$ cat src/rtl/fpmul_arb_pkg.sv
// Shared constants and types for the FPmul arbiter.
// The optional FPMUL_ARB_PERF_EN build uses PERF_CNT_W.
package fpmul_arb_pkg;

    localparam int unsigned FP_W        = 32;
    localparam int unsigned MUL_LAT_DEF = 4;
    localparam int unsigned PERF_CNT_W  = 16;
    localparam int unsigned TAG_ID_W    = 3;

    // Index width for a requester count, never narrower than one bit.
    function automatic int unsigned tag_w(input int unsigned n);
        return (n > 1) ? $clog2(n) : 1;
    endfunction

    typedef struct packed {
        logic                valid;
        logic [TAG_ID_W-1:0] id;
    } tag_t;

    localparam tag_t TAG_IDLE = '{valid: 1'b0, id: '0};

endpackage

$ cat src/rtl/fpmul_arb_rr.sv
// Combinational round-robin picker: first valid requester at or above rr_ptr, with wrap-around.
module fpmul_arb_rr
    import fpmul_arb_pkg::*;
#(
    parameter int unsigned N_REQ = 2,
    localparam int unsigned TAG_W = tag_w(N_REQ)
) (
    input  logic [N_REQ-1:0] req_valid,
    input  logic [TAG_W-1:0] rr_ptr,
    output logic [N_REQ-1:0] grant,
    output logic [TAG_W-1:0] grant_idx,
    output logic             grant_any
);

    always_comb begin
        grant     = '0;
        grant_idx = '0;
        grant_any = 1'b0;
        // Upper part of the ring first, then the wrapped lower part.
        for (int i = 0; i < int'(N_REQ); i++) begin
            if (!grant_any && req_valid[i] && (i >= int'(rr_ptr))) begin
                grant_any = 1'b1;
                grant[i]  = 1'b1;
                grant_idx = TAG_W'(i);
            end
        end
        for (int i = 0; i < int'(N_REQ); i++) begin
            if (!grant_any && req_valid[i] && (i < int'(rr_ptr))) begin
                grant_any = 1'b1;
                grant[i]  = 1'b1;
                grant_idx = TAG_W'(i);
            end
        end
    end

endmodule

$ cat src/rtl/fpmul_arbiter.sv
// Shares one fixed-latency pipelined FPmul between N_REQ requesters; a tag pipe routes results back.
// Define FPMUL_ARB_PERF_EN to add saturating per-requester issue and global stall counters.
module fpmul_arbiter
    import fpmul_arb_pkg::*;
#(
    parameter int unsigned N_REQ   = 2,
    parameter int unsigned FP_W    = fpmul_arb_pkg::FP_W,
    parameter int unsigned MUL_LAT = MUL_LAT_DEF
) (
    input  logic                  clk,
    input  logic                  rst_n,
    input  logic [N_REQ-1:0]      req_valid,
    output logic [N_REQ-1:0]      req_ready,
    input  logic [N_REQ*FP_W-1:0] req_a,
    input  logic [N_REQ*FP_W-1:0] req_b,
    output logic [FP_W-1:0]       mul_a,
    output logic [FP_W-1:0]       mul_b,
    input  logic [FP_W-1:0]       mul_z,
    output logic [N_REQ-1:0]      rsp_valid,
    output logic [FP_W-1:0]       rsp_data,
    output logic                  busy
`ifdef FPMUL_ARB_PERF_EN
    ,
    output logic [N_REQ*PERF_CNT_W-1:0] perf_issue_cnt,
    output logic [PERF_CNT_W-1:0]       perf_stall_cnt
`endif
);

    localparam int unsigned TAG_W = tag_w(N_REQ);

    logic [TAG_W-1:0] rr_ptr_q, rr_ptr_d;
    logic [N_REQ-1:0] grant;
    logic [TAG_W-1:0] grant_idx;
    logic             grant_any;
    tag_t             tag_q [MUL_LAT+1];
    tag_t             tag_exit;

    fpmul_arb_rr #(
        .N_REQ (N_REQ)
    ) u_rr (
        .req_valid (req_valid),
        .rr_ptr    (rr_ptr_q),
        .grant     (grant),
        .grant_idx (grant_idx),
        .grant_any (grant_any)
    );

    assign req_ready = grant;
    assign tag_exit  = tag_q[MUL_LAT];

    always_comb begin
        rr_ptr_d = rr_ptr_q;
        if (grant_any) begin
            rr_ptr_d = (int'(grant_idx) == int'(N_REQ) - 1) ? '0 : grant_idx + 1'b1;
        end
    end

    always_comb begin
        busy = 1'b0;
        for (int i = 0; i <= int'(MUL_LAT); i++) begin
            busy = busy | tag_q[i].valid;
        end
    end

    always_ff @(posedge clk or negedge rst_n) begin
        if (!rst_n) begin
            rr_ptr_q  <= '0;
            mul_a     <= '0;
            mul_b     <= '0;
            rsp_valid <= '0;
            rsp_data  <= '0;
            for (int i = 0; i <= int'(MUL_LAT); i++) begin
                tag_q[i] <= TAG_IDLE;
            end
        end else begin
            rr_ptr_q <= rr_ptr_d;
            if (grant_any) begin
                mul_a <= req_a[int'(grant_idx)*FP_W +: FP_W];
                mul_b <= req_b[int'(grant_idx)*FP_W +: FP_W];
            end
            tag_q[0] <= '{valid: grant_any, id: TAG_ID_W'(grant_idx)};
            for (int i = 1; i <= int'(MUL_LAT); i++) begin
                tag_q[i] <= tag_q[i-1];
            end
            // The exit stage lines up with mul_z for the operands issued MUL_LAT edges ago.
            rsp_valid <= tag_exit.valid ? (N_REQ'(1) << tag_exit.id) : '0;
            if (tag_exit.valid) begin
                rsp_data <= mul_z;
            end
        end
    end

`ifdef FPMUL_ARB_PERF_EN
    logic [PERF_CNT_W-1:0] issue_cnt_q [N_REQ];

    always_ff @(posedge clk or negedge rst_n) begin
        if (!rst_n) begin
            perf_stall_cnt <= '0;
            for (int i = 0; i < int'(N_REQ); i++) begin
                issue_cnt_q[i] <= '0;
            end
        end else begin
            if ((|(req_valid & ~grant)) && (perf_stall_cnt != '1)) begin
                perf_stall_cnt <= perf_stall_cnt + 1'b1;
            end
            for (int i = 0; i < int'(N_REQ); i++) begin
                if (grant[i] && (issue_cnt_q[i] != '1)) begin
                    issue_cnt_q[i] <= issue_cnt_q[i] + 1'b1;
                end
            end
        end
    end

    always_comb begin
        perf_issue_cnt = '0;
        for (int i = 0; i < int'(N_REQ); i++) begin
            perf_issue_cnt[i*PERF_CNT_W +: PERF_CNT_W] = issue_cnt_q[i];
        end
    end
`endif

endmodule
$ cat config.mk
export PLATFORM = sky130hd
export DESIGN_NAME = fpmul_arbiter
export DESIGN_NICKNAME = d
export VERILOG_FILES = /design/src/rtl/fpmul_arb_pkg.sv /design/src/rtl/fpmul_arb_rr.sv /design/src/rtl/fpmul_arbiter.sv
export SDC_FILE = /design/constraint.sdc
export NUM_CORES = 1
export LEC_CHECK = 0
export BUFFER_PORTS_ARGS = -buffer_cell sky130_fd_sc_hd__clkbuf_2
export CAP_MARGIN = 10
export CORE_MARGIN = 3
export CORE_UTILIZATION = 41
export CTS_CLUSTER_SIZE = 25
export DETAILED_ROUTE_END_ITERATION = 16
export MAX_ROUTING_LAYER = met4
export PLACE_DENSITY = 0.87
export SLEW_MARGIN = 20
export SYNTH_ARGS = -nofsm -noshare
export SYNTH_HDL_FRONTEND = slang
export SYNTH_SLANG_ARGS = --single-unit
export TNS_END_PERCENT = 30
$ cat constraint.sdc
create_clock -name clk -period 1.2 [get_ports clk]
set_clock_uncertainty 0.05 [all_clocks]
set_input_delay 0.12 -clock clk [delete_from_list [all_inputs] [get_ports clk]]
set_output_delay 0.12 -clock clk [all_outputs]
set_load 0.05 [all_outputs]
==> impl_metrics.yaml <==
critical_path:
  r2r-start: "rr_ptr_q$_DFFE_PN0P_"
  required_ns: 1.03
  critical-path-top-delay-family: "flip-flops"
  r2r_cells: 5
  path_cells: "nand2b_4 -> and2_4 -> buf_12 -> buf_12"
  cpMostUsedCell: "buf_12"
  r2r-end: "mul_a[14]$_DFFE_PN0P_"
  worstSetupEndpointType: "primary output"
  reg2reg_slack_ns: -0.25
  cpMaxStageDelayCell: "dfrtp_1"
  path_buf_inv: 2
  arrival_ns: 1.30
  cp_max_fo: 2
  max_stage_delay_ns: 0.39
  crit_type: "reg2out"
  worstSetupStartpointType: "register"
worst_hold_path:
  hold_depth: 3
  hold_path_class: "in2reg"
  hp-start: "req_a[22]"
  worstHoldEndpoint: "mul_a[22]$_DFFE_PN0P_"
grt:
  antenna_found_initial: 0
  grt_pass1_vias: 5635
  grt-ovfl-total: 0
  grtUsageTotal_pct: 27.6
  grt_max_degree: 68
  grt_pass1_wl_um: 28000
cts:
  htreeDepth: 3
  clkTransAtPathRegs_ns: 0.07
  clock_sinks: 109
  clkLatencyLatePin_ns: 0.34
  cts_buffers: 9
  root_buffer: "clkbuf_16"
  cts_tree: "yes"
  cts_buffer_depth: 2
final_layout:
  nNetsFinal: 970
  final_core_util_pct: 71.9
  antenna_cells: 0
  syn2layout_area_growth_pct: 67.8
  final_common_cell: "clkbuf_2"
  drive_above_1_share_pct: 53.4
  final_cell_mix: "228 x clkbuf_2, 97 x dlygate4sd3_1, 91 x dfrtp_1, 65 x inv_1, 55 x mux2_2"
  nFillCells: 723
synthesis:
  ys_seq_elements: 109
  syn-num-nets: 606
  ys_seq_area_share_pct: 54.3
  synth.cell_area_sq_um: 5020
  synth_cells: 442
  syn_avg_cell_area_sq_um: 11.4
  ys.warnings.count: 0
  yosysUniqueCellTypes: 20
timing:
  min_period_over_period_pct: 122
  relSlewSlack_pct: 76.2
  setup_viol: 71
  drv_slew: 0
  hold_viol: 0
  timing.fmax_mhz: 681
  fin_ws_ns: -0.268
  finalCriticalPeriod_ns: 1.47
  tightest_slew_ns: 0.357
  timing.hold.ws_ns: 0.0330
  rsz0062_at_grt: "true"
power_and_ir_drop:
  leakage_uw: 0.00415
  ir_drop_mv: 0.949
  power.density_nw_per_um2: 1390
routing:
  viasPerCell: 5.34
  drt_pass1_iterations: 4
  wl_per_cell_um: 19.8
  dr_total_vias: 5092
  postRouteAntennaNets: 0
  drc: 0
  wirelength_um: 18800
  drtIter0Drc: 359
run:
  drv_cap: 0
outcome:
  failed_checks: "negative setup slack"
  status: "complete, but fails checks"
place:
  hpwl_um: 10100
  port_buffers: 264
  gp_congestion: 0.769
die:
  num_rows: 39
  dieHeight_um: 117
  boundaryPins: 265
  dieArea_sq_um: 13600
  coreArea_sq_um: 11700
  start_util_pct: 42.9
  die_width_um: 117
## metal layers
layer,share of wire [%],vias up,global-route usage [%]
met5,0,-,-
met4,4.4,0,15.6
met3,8.5,73,6.42
met2,51,320,47.5
met1,36,2424,29.1
li1,-,2275,-
## final cells by class
cell class              instances  area (sq um)  share of cell area, %
repair buffers                386          2770                   32.8
flip-flops and latches        109          2750                   32.6
multi-input cells             235          2170                   25.7
clock buffers                  12           246                   2.93
inverters                      65           244                   2.90
well taps                     143           179                   2.12
clock inverters                 4          72.6                  0.861
## stage by stage
step	instances	area (sq um)	setup slack, ns	TNS (ns)	total power [uW]
2_1_floorplan	442	5100	-0.0756	-2.12	6720
3_3_place_gp	833	6650	-0.0738	-3.41	7740
3_5_place_dp	833	6650	-0.127	-5.09	7810
4_1_cts	954	8310	-0.265	-9.37	11500
5_1_grt	954	8430	-0.303	-13.67	12100
6_report	954	8430	-0.268	-10.76	11700
## registers in the layout, indices dropped and copies added, names as in the netlist
signal     count
rsp_data      32
mul_b         32
mul_a         32
rsp_valid      2
tag_q          8
tag_exit       2
rr_ptr_q       1
## worst max-delay path by stage
| stage | start | endpoint | slack (ns) | cells after the start |
|---|---|---|---|---|
| detailed placement | req_valid[0] | mul_a[9]$_DFFE_PN0P_ | -0.13 | 5 |
| finish | rr_ptr_q$_DFFE_PN0P_ | req_ready[1] | -0.27 | 4 |
| global placement | req_valid[0] | mul_a[3]$_DFFE_PN0P_ | -0.07 | 5 |
| floorplan | req_valid[1] | req_ready[0] | -0.08 | 4 |
| global route | rr_ptr_q$_DFFE_PN0P_ | req_ready[1] | -0.30 | 4 |
| CTS | rr_ptr_q$_DFFE_PN0P_ | req_ready[1] | -0.26 | 4 |
## synth_stat cells
cell type,n,area (sq um)
a21boi_0,1,7.51
a21oi_1,64,320
and2_1,3,18.8
buf_1,5,18.8
buf_2,17,85.1
buf_4,1,7.51
buf_6,5,56.3
clkbuf_1,5,18.8
dfrtp_1,109,2730
inv_1,65,244
mux2_1,38,428
mux2_2,58,653
nand2_1,1,3.75
nand2b_1,1,6.26
nor2_1,1,3.75
nor2b_1,1,6.26
nor3_1,1,5.00
o21ai_0,1,5.00
o22ai_1,64,400
or2_2,1,6.26
## worst reg2reg max path, cell delays in order, from the launching register on
cell,delay (ns)
dfrtp_1,0.39
nand2b_4,0.14
and2_4,0.16
buf_4,0.17
bufbuf_16,0.29
a21oi_2,0.16
## power by group
part | total [uW] | switching, uW | internal, uW
registers | 4370 | 256 | 4110
logic | 4110 | 2630 | 1480
clock network | 3200 | 1310 | 1890
total | 11700 | 4200 | 7480
## cell families (layout without fill, tap and decap cells)
family | Yosys count | after routing | synth area share (%)
simple gates | 9 | 9 | 0.997
flops | 109 | 109 | 54.3
compound gates | 130 | 130 | 14.6
mux | 96 | 96 | 21.5
buf+inv | 98 | 467 | 8.57
## timing repair
| action | 4_1_cts | 5_1_grt |
|---|---|---|
| gates cloned | 4 | 0 |
| resized for setup | 45 | 59 |
| pin swaps | 3 | 0 |
| hold buffers | 97 | 0 |
| setup endpoints to repair | 82 | 100 |
| setup buffers | 4 | 0 |
| endpoints found under the hold margin | 205 | 0 |
(Power assumes the default switching activity.)
